[config.mk]
export PLATFORM = sky130hd
export DESIGN_NAME = dict_loader_flat
export DESIGN_NICKNAME = d
export VERILOG_FILES = /design/src/rtl/dict_loader_if.sv /design/src/rtl/dict_loader.sv /design/src/flat_wrapper.sv
export SDC_FILE = /design/constraint.sdc
export NUM_CORES = 1
export LEC_CHECK = 0
export ABC_AREA = 1
export CAP_MARGIN = 30
export CORE_MARGIN = 2
export CORE_UTILIZATION = 45
export CTS_CLUSTER_DIAMETER = 60
export DETAILED_ROUTE_END_ITERATION = 8
export PLACE_DENSITY = 0.79
export SLEW_MARGIN = 20
export SYNTH_ARGS = -nofsm -noshare
export SYNTH_HDL_FRONTEND = slang
export SYNTH_SLANG_ARGS = --single-unit
[constraint.sdc]
create_clock -name clk -period 4.3 [get_ports clk]
set_clock_uncertainty 0.2 [all_clocks]
set_input_delay 0.645 -clock clk [delete_from_list [all_inputs] [get_ports clk]]
set_output_delay 0.645 -clock clk [all_outputs]
set_load 0.1 [all_outputs]
[src/rtl/dict_loader_if.sv]
// ============================================================================
//  Module   : dict_loader_if
//  Brief    : Image-memory read bus and dictionary write ports used by
//             dict_loader (master side) and the memory/controller (slave side).
//  Revision : 1.0  initial release
// ============================================================================
`default_nettype none

interface dict_loader_if #(
    parameter int F1_VAL_W = 7,
    parameter int F2_VAL_W = 10,
    parameter int F3_VAL_W = 15
);
    // Image memory read channel
    logic                mem_valid;
    logic                mem_ready;
    logic [31:0]         mem_addr;
    logic [31:0]         mem_rdata;

    // Controller dictionary write ports
    logic                dict1_write_enable;
    logic [F1_VAL_W-1:0] dict1_write_val;
    logic                dict2_write_enable;
    logic [F2_VAL_W-1:0] dict2_write_val;
    logic                dict3_write_enable;
    logic [F3_VAL_W-1:0] dict3_write_val;

    modport master (
        output mem_valid,
        output mem_addr,
        input  mem_ready,
        input  mem_rdata,
        output dict1_write_enable,
        output dict1_write_val,
        output dict2_write_enable,
        output dict2_write_val,
        output dict3_write_enable,
        output dict3_write_val
    );

    modport slave (
        input  mem_valid,
        input  mem_addr,
        output mem_ready,
        output mem_rdata,
        input  dict1_write_enable,
        input  dict1_write_val,
        input  dict2_write_enable,
        input  dict2_write_val,
        input  dict3_write_enable,
        input  dict3_write_val
    );
endinterface

`default_nettype wire

[src/rtl/dict_loader.sv]
// ============================================================================
//  Module   : dict_loader
//  Brief    : Boot-time loader that streams a contiguous dictionary image from
//             memory into three controller dictionaries, one entry at a time,
//             then releases the core/controller reset.
//  Revision : 1.0  initial release
// ============================================================================
`default_nettype none

module dict_loader #(
    parameter int          F1_VAL_W  = 7,
    parameter int          F2_VAL_W  = 10,
    parameter int          F3_VAL_W  = 15,
    parameter int          F1_KEY_W  = 3,
    parameter int          F2_KEY_W  = 5,
    parameter int          F3_KEY_W  = 8,
    parameter logic [31:0] DICT_BASE = 32'h000F_0000
) (
    input  wire logic         clk,
    input  wire logic         reset,
    input  wire logic         start,
    dict_loader_if.master     bus,
    output logic              proc_resetn,
    output logic              busy,
    output logic              done,
    output logic              format_err,
    output logic [9:0]        entries_written
);

    localparam int DEPTH1 = 2 ** F1_KEY_W;
    localparam int DEPTH2 = 2 ** F2_KEY_W;
    localparam int DEPTH3 = 2 ** F3_KEY_W;
    localparam int TOTAL  = DEPTH1 + DEPTH2 + DEPTH3;
    localparam int G_W    = $clog2(TOTAL);
    localparam int IDX_W  = (F1_KEY_W > F2_KEY_W)
                          ? ((F1_KEY_W > F3_KEY_W) ? F1_KEY_W : F3_KEY_W)
                          : ((F2_KEY_W > F3_KEY_W) ? F2_KEY_W : F3_KEY_W);

    typedef enum logic [1:0] {
        IDLE  = 2'd0,
        FETCH = 2'd1,
        WRITE = 2'd2,
        DONE  = 2'd3
    } state_t;

    state_t              r_state;
    logic [G_W-1:0]      r_g;          // global image word index
    logic [IDX_W-1:0]    r_idx;        // entry index inside the current region
    logic [1:0]          r_region;     // 1, 2 or 3
    logic                r_armed;      // low for the first edge after reset release

    logic                r_mem_valid;
    logic [31:0]         r_mem_addr;
    logic                r_we1;
    logic                r_we2;
    logic                r_we3;
    logic [F1_VAL_W-1:0] r_val1;
    logic [F2_VAL_W-1:0] r_val2;
    logic [F3_VAL_W-1:0] r_val3;
    logic                r_proc_resetn;
    logic                r_busy;
    logic                r_done;
    logic                r_format_err;
    logic [9:0]          r_entries;

    logic [IDX_W-1:0]    w_region_last;
    logic                w_fmt_bad;
    logic [G_W-1:0]      w_g_next;

    // Last in-region index and out-of-range check for the word being returned
    always_comb begin
        w_region_last = '0;
        w_fmt_bad     = 1'b0;
        case (r_region)
            2'd1: begin
                w_region_last = IDX_W'(DEPTH1 - 1);
                w_fmt_bad     = (bus.mem_rdata >> F1_VAL_W) != 32'd0;
            end
            2'd2: begin
                w_region_last = IDX_W'(DEPTH2 - 1);
                w_fmt_bad     = (bus.mem_rdata >> F2_VAL_W) != 32'd0;
            end
            2'd3: begin
                w_region_last = IDX_W'(DEPTH3 - 1);
                w_fmt_bad     = (bus.mem_rdata >> F3_VAL_W) != 32'd0;
            end
            default: begin
                w_region_last = '0;
                w_fmt_bad     = 1'b0;
            end
        endcase
    end

    assign w_g_next = r_g + G_W'(1);

    // Gate start for one edge after reset release so a start pulse that
    // overlaps the release can never launch a load
    always_ff @(posedge clk or posedge reset) begin
        if (reset) begin
            r_armed <= 1'b0;
        end else begin
            r_armed <= 1'b1;
        end
    end

    // Load sequencer: every output is a register updated on state transitions
    always_ff @(posedge clk or posedge reset) begin
        if (reset) begin
            r_state       <= IDLE;
            r_g           <= '0;
            r_idx         <= '0;
            r_region      <= 2'd1;
            r_mem_valid   <= 1'b0;
            r_mem_addr    <= 32'd0;
            r_we1         <= 1'b0;
            r_we2         <= 1'b0;
            r_we3         <= 1'b0;
            r_val1        <= '0;
            r_val2        <= '0;
            r_val3        <= '0;
            r_proc_resetn <= 1'b0;
            r_busy        <= 1'b0;
            r_done        <= 1'b0;
            r_format_err  <= 1'b0;
            r_entries     <= 10'd0;
        end else begin
            case (r_state)
                IDLE: begin
                    if (start && r_armed) begin
                        r_state     <= FETCH;
                        r_g         <= '0;
                        r_idx       <= '0;
                        r_region    <= 2'd1;
                        r_mem_valid <= 1'b1;
                        r_mem_addr  <= DICT_BASE;
                        r_busy      <= 1'b1;
                    end
                end

                FETCH: begin
                    // Address and valid stay put until the memory answers;
                    // the returned word is captured straight into the port
                    // register of the active dictionary.
                    if (bus.mem_ready) begin
                        r_state      <= WRITE;
                        r_mem_valid  <= 1'b0;
                        r_format_err <= r_format_err | w_fmt_bad;
                        r_entries    <= r_entries + 10'd1;
                        case (r_region)
                            2'd1: begin
                                r_we1  <= 1'b1;
                                r_val1 <= bus.mem_rdata[F1_VAL_W-1:0];
                            end
                            2'd2: begin
                                r_we2  <= 1'b1;
                                r_val2 <= bus.mem_rdata[F2_VAL_W-1:0];
                            end
                            default: begin
                                r_we3  <= 1'b1;
                                r_val3 <= bus.mem_rdata[F3_VAL_W-1:0];
                            end
                        endcase
                    end
                end

                WRITE: begin
                    r_we1 <= 1'b0;
                    r_we2 <= 1'b0;
                    r_we3 <= 1'b0;
                    if ((r_region == 2'd3) && (r_idx == w_region_last)) begin
                        r_state       <= DONE;
                        r_busy        <= 1'b0;
                        r_done        <= 1'b1;
                        r_proc_resetn <= 1'b1;
                    end else begin
                        r_state     <= FETCH;
                        r_g         <= w_g_next;
                        r_mem_valid <= 1'b1;
                        r_mem_addr  <= DICT_BASE + (32'(w_g_next) << 2);
                        if (r_idx == w_region_last) begin
                            r_idx    <= '0;
                            r_region <= r_region + 2'd1;
                        end else begin
                            r_idx    <= r_idx + IDX_W'(1);
                        end
                    end
                end

                DONE: begin
                    // Terminal until reset; start is ignored here.
                    r_state <= DONE;
                end

                default: begin
                    r_state <= IDLE;
                end
            endcase
        end
    end

    assign bus.mem_valid          = r_mem_valid;
    assign bus.mem_addr           = r_mem_addr;
    assign bus.dict1_write_enable = r_we1;
    assign bus.dict1_write_val    = r_val1;
    assign bus.dict2_write_enable = r_we2;
    assign bus.dict2_write_val    = r_val2;
    assign bus.dict3_write_enable = r_we3;
    assign bus.dict3_write_val    = r_val3;

    assign proc_resetn     = r_proc_resetn;
    assign busy            = r_busy;
    assign done            = r_done;
    assign format_err      = r_format_err;
    assign entries_written = r_entries;

endmodule

`default_nettype wire

[src/flat_wrapper.sv]
// flat-port wrapper written by rule: the top's interface ports become plain ports
module dict_loader_flat 
#(
    parameter int          F1_VAL_W  = 7,
    parameter int          F2_VAL_W  = 10,
    parameter int          F3_VAL_W  = 15,
    parameter int          F1_KEY_W  = 3,
    parameter int          F2_KEY_W  = 5,
    parameter int          F3_KEY_W  = 8,
    parameter logic [31:0] DICT_BASE = 32'h000F_0000
)
  (clk, reset, start, proc_resetn, busy, done, format_err, entries_written, bus_mem_valid, bus_mem_addr, bus_mem_ready, bus_mem_rdata, bus_dict1_write_enable, bus_dict1_write_val, bus_dict2_write_enable, bus_dict2_write_val, bus_dict3_write_enable, bus_dict3_write_val);
  dict_loader_if #(.F1_VAL_W(F1_VAL_W), .F2_VAL_W(F2_VAL_W), .F3_VAL_W(F3_VAL_W)) bus_i ();
  input  wire logic clk;
  input  wire logic reset;
  input  wire logic start;
  output logic proc_resetn;
  output logic busy;
  output logic done;
  output logic format_err;
  output logic [9:0] entries_written;
  output wire logic [$bits(bus_i.mem_valid)-1:0] bus_mem_valid;
  output wire logic [$bits(bus_i.mem_addr)-1:0] bus_mem_addr;
  input wire logic [$bits(bus_i.mem_ready)-1:0] bus_mem_ready;
  input wire logic [$bits(bus_i.mem_rdata)-1:0] bus_mem_rdata;
  output wire logic [$bits(bus_i.dict1_write_enable)-1:0] bus_dict1_write_enable;
  output wire logic [$bits(bus_i.dict1_write_val)-1:0] bus_dict1_write_val;
  output wire logic [$bits(bus_i.dict2_write_enable)-1:0] bus_dict2_write_enable;
  output wire logic [$bits(bus_i.dict2_write_val)-1:0] bus_dict2_write_val;
  output wire logic [$bits(bus_i.dict3_write_enable)-1:0] bus_dict3_write_enable;
  output wire logic [$bits(bus_i.dict3_write_val)-1:0] bus_dict3_write_val;
  assign bus_mem_valid = bus_i.mem_valid;
  assign bus_mem_addr = bus_i.mem_addr;
  assign bus_i.mem_ready = bus_mem_ready;
  assign bus_i.mem_rdata = bus_mem_rdata;
  assign bus_dict1_write_enable = bus_i.dict1_write_enable;
  assign bus_dict1_write_val = bus_i.dict1_write_val;
  assign bus_dict2_write_enable = bus_i.dict2_write_enable;
  assign bus_dict2_write_val = bus_i.dict2_write_val;
  assign bus_dict3_write_enable = bus_i.dict3_write_enable;
  assign bus_dict3_write_val = bus_i.dict3_write_val;
  dict_loader #(.F1_VAL_W(F1_VAL_W), .F2_VAL_W(F2_VAL_W), .F3_VAL_W(F3_VAL_W), .F1_KEY_W(F1_KEY_W), .F2_KEY_W(F2_KEY_W), .F3_KEY_W(F3_KEY_W), .DICT_BASE(DICT_BASE)) u_core (.clk(clk), .reset(reset), .start(start), .bus(bus_i), .proc_resetn(proc_resetn), .busy(busy), .done(done), .format_err(format_err), .entries_written(entries_written));
endmodule
==> summary.txt, run 1 <==
Layout
  – Commonest non-fill, non-tap cell in the layout: nand2_1
  – Antenna cell count: 0
  – Area grow syn2layout: 31.50%
  – Multi-input gate area: 0.001455 mm²
  – Fillers: 648
  – Most frequent cells in the layout: 118 x nand2_1, 98 x clkdlybuf4s50_1, 71 x dfrtp_1
  – Final layout net count: 562
  – Share of cells above drive strength 1: 8.588%
  – Non-filler cells in the finished layout: 626
  – FF/Latch Area: 0.001803 mm²

Placement
  – DP Worst Slack: 1.817 ns
  – Detailed Place HPWL: 5731 µm
  – Total placed cells including tap cells: 610
  – Number of I/O port buffers: 98
  – Final RePlAce weighted congestion: 0.8233

Die
  – Die span in y: 93.43 µm
  – Starting density of the core: 46.57%
  – Die width: 93.43 µm
  – Die area: 0.008728 mm²
  – Ports: 118
  – Core Region: 0.007727 mm²
  – Rows: 32

Synthesis
  – Synth top area cells: dfrtp_1 49%, nand2_1 12%, buf_4 5.0%, inv_1 4.2%, o21ai_1 3.1%
  – Top cell type's share of synthesized area: 49.37%
  – Post-Synthesis Cells: 423
  – Sequential share of the synthesized area: 50.10%
  – XOR/XNOR share of the synthesized area: 3.164%
  – Synthesized cell area: 0.003598 mm²
  – EDFF count, synth: 0
  – Average size of a mapped cell: 8.507 µm²
  – Share of flip-flops with an asynchronous set or reset: 100.0%
  – Leading area contributor after synthesis: dfrtp_1
  – Simple-gate share of the synthesized area: 24.24%
  – Primary FF master, synth: dfrtp_1
  – Main combinational cell family by area after synthesis: simple AND/OR/NAND/NOR gates
  – Flops & latches, synth: 72
  – Mux share of post-synthesis cell area: 0.9388%
  – Post-synthesis compound-gate area fraction: 7.580%
  – Synth Area in Adders: 2.434%
  – Synth Warn #: 0
  – Distinct cells, synth: 34

Timing
  – Pins over their slew limit: 0
  – Peak Freq: 0.3518 GHz
  – Worst-Margin Slew: 1.029 ns
  – Worst Setup Slack, final: 1.457 ns
  – RSZ-0062 raised after global routing: no
  – Slew margin rel.: 31.16%
  – Setup TNS: 0 ns
  – Min Clock Period, post-route: 2.843 ns
  – Final Hold Viols: 0
  – Period utilization: 66.11%
  – Final setup fails: 0

Critical path
  – Worst r2r src: u_core.r_region[0]
  – Crit-path cells: clkdlybuf4s50_1
  – Worst R2R End: u_core.bus.mem_addr[18]
  – R2R depth: 9
  – Slowest cell delay on critical path: 1.18 ns
  – CP endpoint kind: output port
  – Worst Path Max Fanout: 7
  – Slowest cell on crit path: clkdlybuf4s50_1
  – Critical Path AT: 2.00 ns
  – R2R Setup Slk: 2.02 ns
  – CP top delay family: buffers and inverters
  – Startpoint types: register
  – CP Class: reg -> out
  – Critical path buffers and inverters: 1
  – Worst EP required: 3.45 ns

Routing
  – First drt pass iteration count: 4
  – Routed len/inst: 12.46 µm
  – Post-DR vias/cell: 4.791
  – Routed Antenna Nets: 0
  – Drt initial violations: 141
  – # DRC: 0
  – Final WL: 7798 µm
  – Vias: 2999

Pwr
  – Leakage: 2.305 nW
  – Total Power: 1.287 mW
  – Peak VDD IR: 0.0001620 V
  – PwrDens: 271.9 mW/mm²

Clock tree
  – Post-CTS setup buffer count: 0
  – CTS sink cnt: 72
  – Reg clk slew, reported paths: 0.08 ns
  – CTS tree: yes
  – Worst skew pair latency: 0.34 ns
  – CTS Buf Count: 9
  – CTS Buffer Depth: 2
  – PostCTS Resize Cnt: 0
  – CTS H-tree depth: 3
  – CTS Root Cell: clkbuf_8
  – Cts-stage hold buffer count: 0

Global routing
  – Largest net degree at the start of global routing: 38
  – Grt total ovfl: 0
  – Vias in the first global route: 2901
  – First-pass GRT wire length: 13220 µm
  – GRT Util Overall: 18.97%
  – Initial antenna violation count: 0

Run status
  – Outcome: completed

Worst hold path
  – Class of the worst hold path: reg -> reg
  – WHS Endpoint: u_core.format_err
  – Hold path start: u_core.format_err
  – Min-Delay Path Depth: 2

Run
  – Max Cap Viol: 0
-- through the flow --
| stage | utilization, % | instance area, µm² | hold WS [ns] |
|---|---|---|---|
| after floorplan | - | 3666 | 0.2697 |
| after global placement | 58.87 | 4549 | 0.2470 |
| after detailed placement | 58.87 | 4549 | 0.2624 |
| after CTS | 61.24 | 4732 | 0.2836 |
| after global routing | 61.24 | 4732 | 0.3117 |
| final | 61.24 | 4732 | 0.2821 |
-- synth_stat cells, types with 2 or more instances --
| master | number |
|---|---|
| nand4_1 | 4 |
| dfrtp_1 | 71 |
| xor2_1 | 8 |
| buf_6 | 2 |
| mux2_1 | 3 |
| o21ai_1 | 22 |
| nand2_1 | 118 |
| a21oi_1 | 4 |
| nor3_1 | 6 |
| a31oi_1 | 2 |
| conb_1 | 2 |
| buf_4 | 24 |
| nand2_4 | 3 |
| nor2_1 | 29 |
| buf_2 | 6 |
| o21ai_0 | 21 |
| nand3_1 | 19 |
| or2_2 | 4 |
| nand2_2 | 4 |
| inv_2 | 5 |
| nor2_2 | 3 |
| ha_1 | 7 |
| xnor2_1 | 5 |
| a31o_2 | 2 |
| inv_1 | 40 |
-- where the power goes --
group / switching, mW / internal (mW)
clock network: 0.245 / 0.239
logic: 0.0952 / 0.0303
registers: 0.000107 / 0.677
-- sequential cells by signal, summed over array words and instances (netlist names) --
signal                         cells
u_core.r_g                         8
u_core.r_armed                     1
u_core.bus.dict1_write_enable      1
u_core.bus.dict3_write_enable      1
u_core.r_region                    2
u_core.bus.mem_addr                2
u_core.r_state                     2
u_core.busy                        1
u_core.bus.dict1_write_val         7
u_core.r_idx                       8
u_core.bus.dict2_write_enable      1
u_core.bus.dict2_write_val        10
u_core.entries_written            10
u_core.format_err                  1
u_core.bus.dict3_write_val        15
u_core.bus.mem_valid               1
u_core.proc_resetn                 1
-- how the worst max path moves through the flow --
stage	cells after the start	start	slack, ns	endpoint
final	1	u_core.r_g[5]	1.46	bus_mem_addr[7]
after global routing	1	u_core.r_g[5]	1.40	bus_mem_addr[7]
after detailed placement	1	u_core.r_g[5]	1.82	bus_mem_addr[7]
after global placement	1	u_core.r_g[5]	1.86	bus_mem_addr[7]
after CTS	1	u_core.r_g[5]	1.44	bus_mem_addr[7]
after floorplan	1	reset	1.63	u_core.bus.dict1_write_enable
-- area by class of cell --
class | instances | area share (%)
Multi-Input combinational cell | 291 | 30.75
Inverter | 46 | 3.702
Sequential cell | 72 | 38.10
Timing Repair Buffer | 99 | 20.89
Clock inverter | 5 | 0.6610
Clock buffer | 11 | 3.199
Tap cell | 102 | 2.697
-- metal layers --
metal / part of all wire [%] / wire length (µm) / vias up / global-route usage [%]
li1: - / - / 1486 / -
met1: 45 / 3493 / 1398 / 24.38
met2: 46 / 3549 / 105 / 29.62
met3: 8.4 / 652 / 10 / 7.252
met4: 1.3 / 102 / 0 / 6.127
met5: 0 / 0 / - / 0
-- kinds of logic after synthesis --
kind of cell | after synthesis
other cells | 2
simple gates | 196
flops | 72
compound gates | 52
mux | 3
buf+inv | 78
xor+xnor | 13
fa+ha+maj | 7
Note: power is estimated with default switching activity, not from simulation.
==> run 2, diff against run 1 <==
==> constraint.sdc (replaced) <==
create_clock -name clk -period 2.66 [get_ports clk]
set_clock_uncertainty 0.2 [all_clocks]
set_input_delay 0.399 -clock clk [delete_from_list [all_inputs] [get_ports clk]]
set_output_delay 0.399 -clock clk [all_outputs]
set_load 0.1 [all_outputs]
==> summary.txt, run 2 (same netlist as run 1, synthesis figures left out) <==
Die
  – Starting density of the core: 46.57%
  – Die span in y: 93.43 µm
  – Die area: 0.008728 mm²
  – Core Region: 0.007727 mm²
  – Die width: 93.43 µm
  – Ports: 118
  – Rows: 32

Clock tree
  – Reg clk slew, reported paths: 0.08 ns
  – CTS tree: yes
  – Worst skew pair latency: 0.35 ns
  – CTS Root Cell: clkbuf_8
  – PostCTS Resize Cnt: 0
  – Post-CTS setup buffer count: 0
  – CTS Buf Count: 9
  – Cts-stage hold buffer count: 0
  – CTS sink cnt: 72
  – CTS Buffer Depth: 2
  – CTS H-tree depth: 3

Critical path
  – Worst r2r src: u_core.r_region[0]
  – CP Class: reg -> reg
  – Crit-path cells: inv_1, ha_1, nor2_1, nand2_1, nand2_2, nand4_4, nand2_4, inv_2, or2_1
  – Slowest cell delay on critical path: 0.58 ns
  – Worst EP required: 2.70 ns
  – Startpoint types: register
  – Slowest cell on crit path: dfstp_2
  – CP endpoint kind: register
  – Worst Setup SP: u_core.r_region[0]
  – Worst Path Max Fanout: 23
  – Critical Path AT: 2.26 ns

Routing
  – Drt initial violations: 126
  – Post-DR vias/cell: 4.762
  – # DRC: 0
  – First drt pass iteration count: 4
  – Vias: 2986
  – Routed Antenna Nets: 0
  – Final WL: 7888 µm
  – Routed len/inst: 12.58 µm

Worst hold path
  – Class of the worst hold path: in -> async

Timing
  – Worst-Margin Slew: 0.5942 ns
  – RSZ-0062 raised after global routing: no
  – Pins over their slew limit: 0
  – Period utilization: 83.61%
  – Setup TNS: 0 ns
  – Slew margin rel.: 60.29%
  – Final setup fails: 0
  – Final Hold Viols: 0
  – Peak Freq: 0.4496 GHz
  – Min Clock Period, post-route: 2.224 ns

Pwr
  – PwrDens: 495.3 mW/mm²
  – Peak VDD IR: 0.0003093 V
  – Leakage: 2.453 nW
  – Total Power: 2.299 mW

Layout
  – Area grow syn2layout: 29.00%
  – Final Cell Area: 0.004642 mm²
  – Commonest non-fill, non-tap cell in the layout: nand2_1
  – Fin util: 60.07%
  – Antenna cell count: 0
  – Most frequent cells in the layout: 118 x nand2_1, 71 x dfrtp_1, 64 x buf_4
  – Max reg flops: 15
  – Final layout net count: 563
  – Share of cells above drive strength 1: 20.76%

Placement
  – Number of I/O port buffers: 98
  – Placed cell area: 0.004412 mm²
  – Final RePlAce weighted congestion: 0.8191
  – Detailed Place HPWL: 5700 µm

Run status
  – Outcome: completed

Global routing
  – Vias in the first global route: 2870
  – GRT Util Overall: 19.11%
  – First-pass GRT wire length: 13180 µm
  – Largest net degree at the start of global routing: 73
  – Grt total ovfl: 0
  – Initial antenna violation count: 0

Run
  – Max Cap Viol: 0
==> run 2: layout make-up <==
cell class	instances	area (µm²)
Fill cell	665	3085
Sequential cell	72	1803
Multi-Input combinational cell	291	1455
Timing Repair Buffer	100	850.8
Inverter	46	175.2
Clock buffer	11	151.4
Tap cell	102	127.6
Clock inverter	5	78.83
==> run 2: critical path: cells and delay by family (launching register included) <==
family	cells	cell delay, ns
simple gates	6	0.93
flops	1	0.58
fa+ha+maj	1	0.23
buf+inv	2	0.16
==> run 2: layer usage <==
metal,global-route usage (%),vias up,wire (µm)
met3,6.446,15,699
met4,7.843,0,146
met2,30.28,104,3681
met1,24.01,1381,3360
li1,-,1486,-
met5,0,-,0
==> run 2: path summary, 6_finish.rpt <==
path | endpoint | slack [ns] | cells after the start
max | u_core.bus.mem_addr[18] | 0.44 | 9
min | u_core.bus.mem_addr[18] | 0.24 | 3
max reg2reg | u_core.bus.mem_addr[18] | 0.44 | 9
min reg2reg | u_core.format_err | 0.27 | 2
max in group asynchronous | u_core.r_region[0] | 1.69 | 3
min in group clk | u_core.format_err | 0.27 | 2
==> run 2: stage by stage <==
stage,hold slack [ns],instances,setup WS [ns]
5_1_grt,0.2803,627,0.3070
6_report,0.2391,627,0.4359
3_5_place_dp,0.2599,611,0.4476
2_1_floorplan,0.2697,441,0.2377
3_3_place_gp,0.2526,611,0.5635
4_1_cts,0.2577,627,0.4466
==> run 2: where the power goes <==
part | internal, mW | switching [mW]
Combinational | 0.0512 | 0.154
Clock | 0.578 | 0.421
Sequential | 1.09 | 0.000166
==> run 3, diff against run 2 <==
==> constraint.sdc (replaced) <==
create_clock -name clk -period 2.3 [get_ports clk]
set_clock_uncertainty 0.2 [all_clocks]
set_input_delay 0.345 -clock clk [delete_from_list [all_inputs] [get_ports clk]]
set_output_delay 0.345 -clock clk [all_outputs]
set_load 0.1 [all_outputs]
==> summary.txt, run 3 (same netlist as run 1, synthesis figures left out) <==
Pwr
  – PwrDens: 561.0 mW/mm²
  – Net Switching: 0.6596 mW
  – Switch share: 25.18%
  – Seq pwr share: 48.3%
  – Clock share of power: 42.5%
  – Int Pwr: 1.960 mW
  – Leakage: 2.454 nW
  – Combinational Power Share: 9.1%
  – Peak VDD IR: 0.0003586 V

Critical path
  – Slowest cell delay on critical path: 0.58 ns
  – CP endpoint kind: register
  – Worst EP required: 2.36 ns
  – Startpoint types: register
  – Critical path buffers and inverters: 2
  – Worst Path Max Fanout: 14
  – CP Class: reg -> reg
  – Critical Path AT: 2.18 ns
  – Crit-path cells: inv_1, ha_1, nor2_1, nand2_1, nand2_2, nand4_4, nand2_8, buf_4, nand2_1, o21ai_0
  – Slowest cell on crit path: dfstp_2
  – CP top delay family: simple AND/OR/NAND/NOR gates
  – CP most frequent cell: nand2_1

Clock tree
  – CTS Buf Count: 9
  – Reg clk slew, reported paths: 0.08 ns
  – CTS tree: yes
  – CTS sink cnt: 72
  – CTS H-tree depth: 3
  – Worst skew pair latency: 0.34 ns
  – CTS Root Cell: clkbuf_8
  – CTS Buffer Depth: 2

Routing
  – Routed Antenna Nets: 0
  – Final WL: 8195 µm
  – First drt pass iteration count: 4
  – Routed len/inst: 13.01 µm
  – # DRC: 0
  – Post-DR vias/cell: 4.749
  – Vias: 2992
  – Drt initial violations: 175

Global routing
  – Grt total ovfl: 0
  – Vias in the first global route: 2986
  – GRT Util Overall: 19.48%
  – Initial antenna violation count: 0
  – Largest net degree at the start of global routing: 70
  – First-pass GRT wire length: 13600 µm

Layout
  – Most frequent cells in the layout: 118 x nand2_1, 71 x dfrtp_1, 67 x buf_4
  – Share of cells above drive strength 1: 21.40%
  – Final layout net count: 566
  – Max reg flops: 15
  – Antenna cell count: 0
  – FF/Latch Area: 0.001803 mm²
  – Area grow syn2layout: 29.76%
  – Commonest non-fill, non-tap cell in the layout: nand2_1
  – Multi-input gate area: 0.001466 mm²
  – Fillers: 690

Die
  – Rows: 32
  – Die span in y: 93.43 µm
  – Die area: 0.008728 mm²
  – Core Region: 0.007727 mm²
  – Die width: 93.43 µm
  – Starting density of the core: 46.57%
  – Ports: 118

Timing
  – Period utilization: 92.24%
  – Min Clock Period, post-route: 2.122 ns
  – Peak Freq: 0.4713 GHz
  – Slew margin rel.: 58.17%
  – Final setup fails: 0
  – Worst-Margin Slew: 0.6259 ns
  – RSZ-0062 raised after global routing: no
  – Pins over their slew limit: 0
  – Worst Setup Slack, final: 0.1784 ns
  – Min Hold Slack: 0.04441 ns
  – Final Hold Viols: 0
  – Setup TNS: 0 ns

Worst hold path
  – Class of the worst hold path: in -> async

Run status
  – Outcome: completed

Placement
  – Number of I/O port buffers: 98
  – Final RePlAce weighted congestion: 0.8290
  – DP Worst Slack: 0.09484 ns
  – Detailed Place HPWL: 5991 µm

Run
  – Max Cap Viol: 0
==> run 3: area by class of cell <==
type | count | area share, %
Timing Repair Buffer | 103 | 18.70
Inverter | 46 | 3.832
Tap cell | 102 | 2.733
Clock inverter | 6 | 1.768
Sequential cell | 72 | 38.61
Multi-Input combinational cell | 291 | 31.40
Clock buffer | 10 | 2.947
==> run 3: path summary, 6_finish.rpt <==
path	start	to	slack, ns	cells after the start
setup / recovery	u_core.r_region[0]	u_core.r_idx[3]	0.18	10
hold / removal	reset	u_core.bus.dict3_write_val[12]	0.04	2
setup reg to reg	u_core.r_region[0]	u_core.r_idx[3]	0.18	10
hold reg to reg	u_core.format_err	u_core.format_err	0.28	2
max in group asynchronous	reset	u_core.r_region[0]	1.28	3
min in group clk	u_core.format_err	u_core.format_err	0.28	2
==> run 3: routing by layer <==
metal / vias up / GRT usage [%] / part of all wire [%]
met5: - / 0 / 0
met4: 0 / 6.373 / 1.1
met3: 11 / 6.366 / 7.0
met2: 80 / 31.35 / 48
met1: 1417 / 24.88 / 43
li1: 1484 / - / -
==> run 3: power by group through the flow <==
stage	combinational, mW	clock, mW	sequential (mW)
6_report	0.239	1.11	1.27
5_1_grt	0.254	1.18	1.27
3_3_place_gp	0.239	0	1.29
3_5_place_dp	0.240	0	1.29
2_1_floorplan	0.190	0	1.29
4_1_cts	0.240	1.13	1.27
==> run 3: per-stage QoR <==
step / instances / total power, mW / cell area, µm² / util, %
final: 630 / 2.620 / 4669 / 60.43
after global routing: 630 / 2.701 / 4669 / 60.43
after CTS: 630 / 2.635 / 4658 / 60.28
after detailed placement: 614 / 1.531 / 4438 / 57.43
after global placement: 614 / 1.529 / 4438 / 57.43
after floorplan: 441 / 1.481 / 3670 / -
==> run 3: what timing repair did <==
item,4_1_cts,5_1_grt
hold buffers,0,0
buffers inserted,0,0
gates resized for setup,0,2
endpoints found under the setup margin,0,1
